==> config.mk <==
export PLATFORM = sky130hd
export DESIGN_NAME = wb_arbiter_n
export DESIGN_NICKNAME = d
export VERILOG_FILES = /design/src/rtl/wb_arbiter_n.sv
export SDC_FILE = /design/constraint.sdc
export NUM_CORES = 1
export LEC_CHECK = 0
export CORE_AREA = 2 2 146 148
export CTS_CLUSTER_DIAMETER = 80
export DETAILED_ROUTE_END_ITERATION = 12
export DIE_AREA = 0 0 148 150
export GPL_ROUTABILITY_DRIVEN = 0
export HOLD_SLACK_MARGIN = 0.06
export PLACE_DENSITY = 0.57
export SYNTH_ARGS = -nofsm -noshare
export SYNTH_HDL_FRONTEND = slang
export SYNTH_SLANG_ARGS = --single-unit
==> constraint.sdc <==
create_clock -name CLK -period 5.35 [get_ports CLK]
set_clock_uncertainty 0.2 [all_clocks]
set_input_delay 1.605 -clock CLK [delete_from_list [all_inputs] [get_ports CLK]]
set_output_delay 1.605 -clock CLK [all_outputs]
set_load 0.01 [all_outputs]
==> src/rtl/wb_arbiter_n.sv <==
// N-master to 1-slave pipelined Wishbone arbiter with fixed-priority or round-robin grant.
// Ownership lasts a full CYC, and strobes are throttled by a per-owner outstanding-request limit.
module wb_arbiter_n #(
    parameter int NUM_MASTERS      = 4,
    parameter int AW               = 32,
    parameter int DW               = 32,
    parameter int MODE             = 0,
    parameter int MAX_OUT          = 4,
    parameter int OPT_ZERO_ON_IDLE = 0
) (
    input  logic                          CLK,
    input  logic                          RST,
    input  logic [NUM_MASTERS-1:0]        m_cyc,
    input  logic [NUM_MASTERS-1:0]        m_stb,
    input  logic [NUM_MASTERS-1:0]        m_we,
    input  logic [NUM_MASTERS*AW-1:0]     m_adr,
    input  logic [NUM_MASTERS*DW-1:0]     m_dat,
    input  logic [NUM_MASTERS*DW/8-1:0]   m_sel,
    output logic [NUM_MASTERS-1:0]        m_ack,
    output logic [NUM_MASTERS-1:0]        m_err,
    output logic [NUM_MASTERS-1:0]        m_stall,
    output logic                          o_cyc,
    output logic                          o_stb,
    output logic                          o_we,
    output logic [AW-1:0]                 o_adr,
    output logic [DW-1:0]                 o_dat,
    output logic [DW/8-1:0]               o_sel,
    input  logic                          o_ack,
    input  logic                          o_err,
    input  logic                          o_stall,
    output logic [NUM_MASTERS-1:0]        grant,
    output logic                          state_own,
    output logic [$clog2(MAX_OUT+1)-1:0]  outstanding
);
    localparam int NM = NUM_MASTERS;
    localparam int IW = (NM > 1) ? $clog2(NM) : 1;
    localparam int CW = $clog2(MAX_OUT + 1);
    localparam int SW = DW / 8;

    // Handshake: a strobe transfers on o_stb && !o_stall; each o_ack/o_err retires a transfer.
    typedef enum logic {IDLE = 1'b0, OWN = 1'b1} state_t;

    state_t        state, state_next;
    logic [IW-1:0] owner, winner, rr_ptr;
    logic          found;
    logic [CW-1:0] count;
    logic          at_limit, accept, ack_cnt;
    int            idx;

    assign at_limit    = (count == CW'(MAX_OUT));
    assign accept      = o_stb && !o_stall;
    assign ack_cnt     = (state == OWN) && o_ack && (count != '0);
    assign state_own   = (state == OWN);
    assign outstanding = count;

    // Reverse scans so the last hit is the lowest index / nearest after rr_ptr.
    always_comb begin
        winner = '0;
        found  = 1'b0;
        idx    = 0;
        if (MODE == 0) begin
            for (int i = NM - 1; i >= 0; i--) begin
                if (m_cyc[i]) begin
                    winner = IW'(i);
                    found  = 1'b1;
                end
            end
        end else begin
            for (int k = NM; k >= 1; k--) begin
                idx = (int'(rr_ptr) + k) % NM;
                if (m_cyc[idx]) begin
                    winner = IW'(idx);
                    found  = 1'b1;
                end
            end
        end
    end

    always_comb begin
        state_next = state;
        o_cyc      = 1'b0;
        o_stb      = 1'b0;
        m_stall    = '1;
        m_ack      = '0;
        m_err      = '0;
        grant      = '0;
        case (state)
            IDLE: begin
                if (found) state_next = OWN;
            end
            OWN: begin
                o_cyc          = m_cyc[owner];
                o_stb          = m_stb[owner] && !at_limit;
                m_stall[owner] = o_stall || at_limit;
                m_ack[owner]   = o_ack;
                m_err[owner]   = o_err;
                grant[owner]   = 1'b1;
                if (!m_cyc[owner]) state_next = IDLE;
            end
            default: state_next = IDLE;
        endcase
    end

    // Datapath mux stays on the last owner while idle unless zeroing is enabled.
    always_comb begin
        o_we  = m_we[owner];
        o_adr = m_adr[owner*AW +: AW];
        o_dat = m_dat[owner*DW +: DW];
        o_sel = m_sel[owner*SW +: SW];
        if (OPT_ZERO_ON_IDLE != 0 && state == IDLE) begin
            o_we  = 1'b0;
            o_adr = '0;
            o_dat = '0;
            o_sel = '0;
        end
    end

    always_ff @(posedge CLK) begin
        if (RST) begin
            state  <= IDLE;
            owner  <= '0;
            rr_ptr <= IW'(NM - 1);
            count  <= '0;
        end else begin
            state <= state_next;
            if (state == IDLE && found) owner <= winner;
            if (state == OWN) begin
                if (!m_cyc[owner]) begin
                    rr_ptr <= owner;
                    count  <= '0;
                end else if (o_err) begin
                    count <= '0;
                end else if (accept && !ack_cnt) begin
                    count <= count + CW'(1);
                end else if (!accept && ack_cnt) begin
                    count <= count - CW'(1);
                end
            end
        end
    end
endmodule

Word-level counts from Yosys, hierarchy flattened
Index checks and enable logic that the tools add are counted.
{"block": "totals", "reg_bits": 6, "wordCells": 61}
{"block": "classes", "add_sub_neg": 2, "n_lt_le_gt_ge": 2, "eq_ne": 2, "n_shift": 3, "mux": 29, "bitwise": 5, "n_reduce_logical": 15}
{"operator": "indexed part select 128 x 8 -> 32 bit", "count": 2}
{"operator": "2-to-1 mux 4 bit", "count": 4}
{"operator": "indexed part select 16 x 5 -> 4 bit", "count": 1}
{"operator": "2-to-1 mux 1 bit", "count": 12}
{"operator": "2-to-1 mux 3 bit", "count": 4}
{"operator": "bitwise AND 4 bit", "count": 2}
{"operator": "logical AND 1 bit", "count": 8}
{"operator": "2-to-1 mux 2 bit", "count": 4}
{"operator": "binary-select mux 1 bit (select 2 bit)", "count": 3}
{"operator": "logical NOT 1 bit", "count": 4}
{"operator": "!= test 4 x 2 -> 1 bit, second input constant", "count": 1}
{"operator": "inverter 4 bit", "count": 1}
{"operator": "OR 4 bit", "count": 1}
{"operator": "adder 3 x 1 -> 3 bit, second input constant", "count": 1}
{"operator": "equality test 3 bit, second input constant", "count": 1}
{"operator": "< comparator 2 x 3 -> 1 bit, second input constant", "count": 1}
{"operator": "nonzero test 3 bit", "count": 1}
{"operator": "subtractor 3 x 1 -> 3 bit, second input constant", "count": 1}
{"operator": "demux 1 bit (select 2 bit)", "count": 1}
{"operator": ">= comparator 2 x 1 -> 1 bit, second input constant", "count": 1}
{"operator": "case mux 1 bit (2 select lines)", "count": 1}
{"operator": "AND reduction 2 bit", "count": 1}
{"operator": "logical OR 1 bit", "count": 1}
{"operator": "inverter 1 bit", "count": 1}

Depth between registers and ports, before layout
Gate-level depths: netlist of the first run.
{"block": "logic_depth", "depth_word": 11, "depth_mapped": 10}

Least setup slack after synthesis of the first run
Ideal clock, no wire load.
{"block": "synth_timing", "kind": "input-to-output", "startpoint": "in m_cyc[3]", "endpoint": "out o_cyc", "arrival_ps": 2259, "slack_ps": 1286, "cell_stages": 2, "n_path_buf": 0, "cell_sequence": "mux4_2 > and2_1"}
{"block": "synth_via", "elab_chain_cells": 3}
{"item": "start: declaration", "line_no": "13", "source": "input logic [NUM_MASTERS-1:0] m_cyc,"}
{"item": "binary-select mux 1 bit (select 2 bit)", "line_no": "92", "source": "o_cyc = m_cyc[owner];"}
{"item": "2-to-1 mux 1 bit (not written as such)", "line_no": "92"}
{"item": "2-to-1 mux 1 bit", "line_no": "87", "source": "case (state)"}
{"item": "end: declaration", "line_no": "22", "source": "output logic o_cyc,"}
Every way passes these cells. The select of a mux whose other input is x is not followed.

Final worst setup path of the first run
{"block": "layout_timing", "startpoint": "in m_cyc[1]", "endpoint": "out o_cyc"}
Same word-level chain as after synthesis.

==> results of run 1 <==
[metal layers]
metal  up-vias  global-route usage (%)  share of wire (%)
met4         0                    1.67               0.54
met5         -                       0                  0
met2       185                    22.8                 51
met3         7                    3.35                9.5
li1       1407                       -                  -
met1      1527                    15.7                 39
[layout make-up]
type | count | area (sq um)
Antenna cell | 1 | 2.50
Clock buffer | 4 | 78.8
Fill cell | 2098 | 14400
Inverter | 3 | 11.3
Multi-Input combinational cell | 123 | 1920
Sequential cell | 6 | 128
Tap cell | 275 | 344
Timing Repair Buffer | 382 | 3830
[power groups by stage]
stage	sequential (uW)	clock [uW]	combinational, uW
finish	80.9	126	602
global route	84.4	131	630
CTS	82.9	128	609
detailed placement	83.6	0	601
global placement	82.6	0	601
floorplan	50.3	0	228
[kinds of logic (layout without fill, tap and decap cells)]
family / after synthesis / after routing / synth area share, %
buffers and inverters: 21 / 389 / 5.40
and+or+nand+nor: 41 / 41 / 10.3
AOI/OAI and AO/OA: 7 / 7 / 2.09
other: 0 / 1 / 0
DFF: 6 / 6 / 5.58
adders and majority gates: 2 / 2 / 1.51
muxes: 72 / 72 / 74.7
xor gates and xnor gates: 1 / 1 / 0.407
[cell usage after synthesis (2+ instances only)]
master,n
mux4_2,71
nor2_1,14
and2_1,9
buf_4,7
nand2_1,7
clkbuf_1,6
dfxtp_1,6
a21oi_1,3
buf_2,3
inv_1,3
and3_1,2
nand3b_1,2
o22ai_1,2
[path summary, 6_finish.rpt]
path | to | slack, ns | cells past startpoint
worst max-delay path | o_cyc | 0.34 | 4
worst max register to register | outstanding[2] | 2.20 | 9
worst min register to register | outstanding[2] | 0.34 | 2
worst min-delay path | outstanding[2] | 0.34 | 2
[stage by stage]
stage	hold slack, ns	util, %	instance area (sq um)	setup WS, ns	instances
after floorplan	0.330	-	2150	1.29	150
after global placement	0.313	30.1	6230	0.356	789
after detailed placement	0.339	30.1	6230	0.348	789
after CTS	0.344	30.5	6310	0.340	793
after global routing	0.379	30.5	6310	0.279	793
final	0.344	30.5	6310	0.337	794
[registers in the layout, summed over array words and instances (netlist names)]
register / cells
outstanding: 3
owner: 2
state_own: 1
[critical path, delay by kind of cell]
| family | cells | cell delay (ns) |
|---|---|---|
| mux | 1 | 0.48 |
| simple gates | 1 | 0.19 |
| buf+inv | 2 | 0.94 |
[layout by cell type, fill, tap and decap left out]
master,instances
clkbuf_16,3
clkdlybuf4s50_1,379
a21oi_2,1
buf_4,2
a21oi_1,3
nor3b_1,1
nor3b_4,1
dfxtp_1,4
ha_1,1
buf_12,1
inv_1,3
o311ai_0,1
fa_1,1
nand3_1,1
and3_1,2
nand2_1,7
nor3_1,1
nor2b_1,1
diode_2,1
mux4_2,71
nand4b_1,1
xnor2_1,1
and3b_1,1
mux2i_1,1
nor2_1,14
nand3b_1,2
o22ai_1,2
and2_1,9
dfxtp_4,2
clkbuf_1,1
==> run metrics, run 1 <==
Max Cap Viol=0; share of layout cells above drive strength 1=15.6%; Routed WL=15.7 mm; CTS Root Cell=clkbuf_16; Critical Path AT=3.21 ns; Clk pwr share=15.6%; drt pass-1 iters=4; Clock Latency Late Sink=0.23 ns; TritonCTS clock tree=built; Critical Path Fanout Max=4; Post-Syn Instances=150; Yosys top cell by area=mux4_2; Tcrit/Tclk final=93.7%; Vias/cell=3.94; Slew Limit Fails=0; initial drt markers=87; area grow syn2layout=193%; Avg Cell Area, Syn=14.4 sq um; Hold Path Origin=outstanding[2]; switching share of power=29.0%; share of the yosys chip area belonging to registers=5.57%; vias in the first global route=3464; cts bufs inserted=3; Int Pwr=575 uW; row cnt=53; Tot Pwr=809 uW; Worst-Margin Slew=1.06 ns; Initial Utilization=10.4%; Seq pwr share=10.0%; nets=810; Slowest Stage Delay on Critical Path=0.48 ns; Netlist cell types=28; fraction of registers with async set/reset=0%; crit path max-delay cell type=mux4_2; fmax=199 MHz; combinational power share=74.4%; CP startpoint=m_cyc[1]; Syn Nets=441; Die ar.=22200 sq um; Worst Setup End Kind=output port; Max clock buf depth=2; Die Wd=148 microns; setup_tns=0 ns; Setup Fix Bufs, Post-CTS=0; Max rail drop VDD=0.0948 mV; final critical-path required period=5.01 ns; IO Port Bufs=379; post-CTS sizing=0; min-delay worst type=reg2reg; Syn Std Cell Area=2150 sq um; Slew HR=29.6%; Post-synth EDFFs=0; Switch Pwr=235 uW; final hold vios=0; DRT antenna net count=0; yosys warns=0; P_leak=0.00210 uW; RSZ-0062 raised after global routing=false; clock sinks=6; first-pass GRT wire length=21.4 mm; antenna violations before repair=2; Final setup viols=0; Wirelength per Cell=19.8 microns; clk slew on worst S/H paths=0.03 ns; Die Height=150 microns; flops & latches, synth=6; area share of the largest cell type after synthesis=74.2%; DPL Wire Length=13.4 mm; GRT overflow=0; Most used DFF post-synth=dfxtp_1; IO Count=380; Pwr per Cell Area=128 nW/um^2; core area=20700 sq um; vias=3126; WP data required=3.55 ns; Worst path most repeated cell=clkdlybuf4s50_1; Synth area leaders=mux4_2 (74%), dfxtp_1 (5.6%), and2_1 (2.6%); GRT Total Usage=12.7%; # H-tree levels=1; Crit Path Class=in2out; status=finished, final reports clean; Post-CTS Hold Buffers=0; pin count of the biggest net entering global routing=77; worst-path cell chain=clkdlybuf4s50_1 -> mux4_2 -> and2_1 -> clkdlybuf4s50_1; CP Launch Type=input pin; # DRC=0; reg2reg start=owner[1]
Power figures use the tool's default switching activity.
==> run 2, diff against run 1 <==
- HOLD_SLACK_MARGIN: 0.06 -> 0.03
==> results of run 2 <==
No change in the layout: final DEF, timing and power equal those of run 1.
==> run 3, diff against run 2 <==
- SLEW_MARGIN: default -> 20
==> results of run 3 <==
No change in the layout: final DEF, timing and power equal those of run 1.
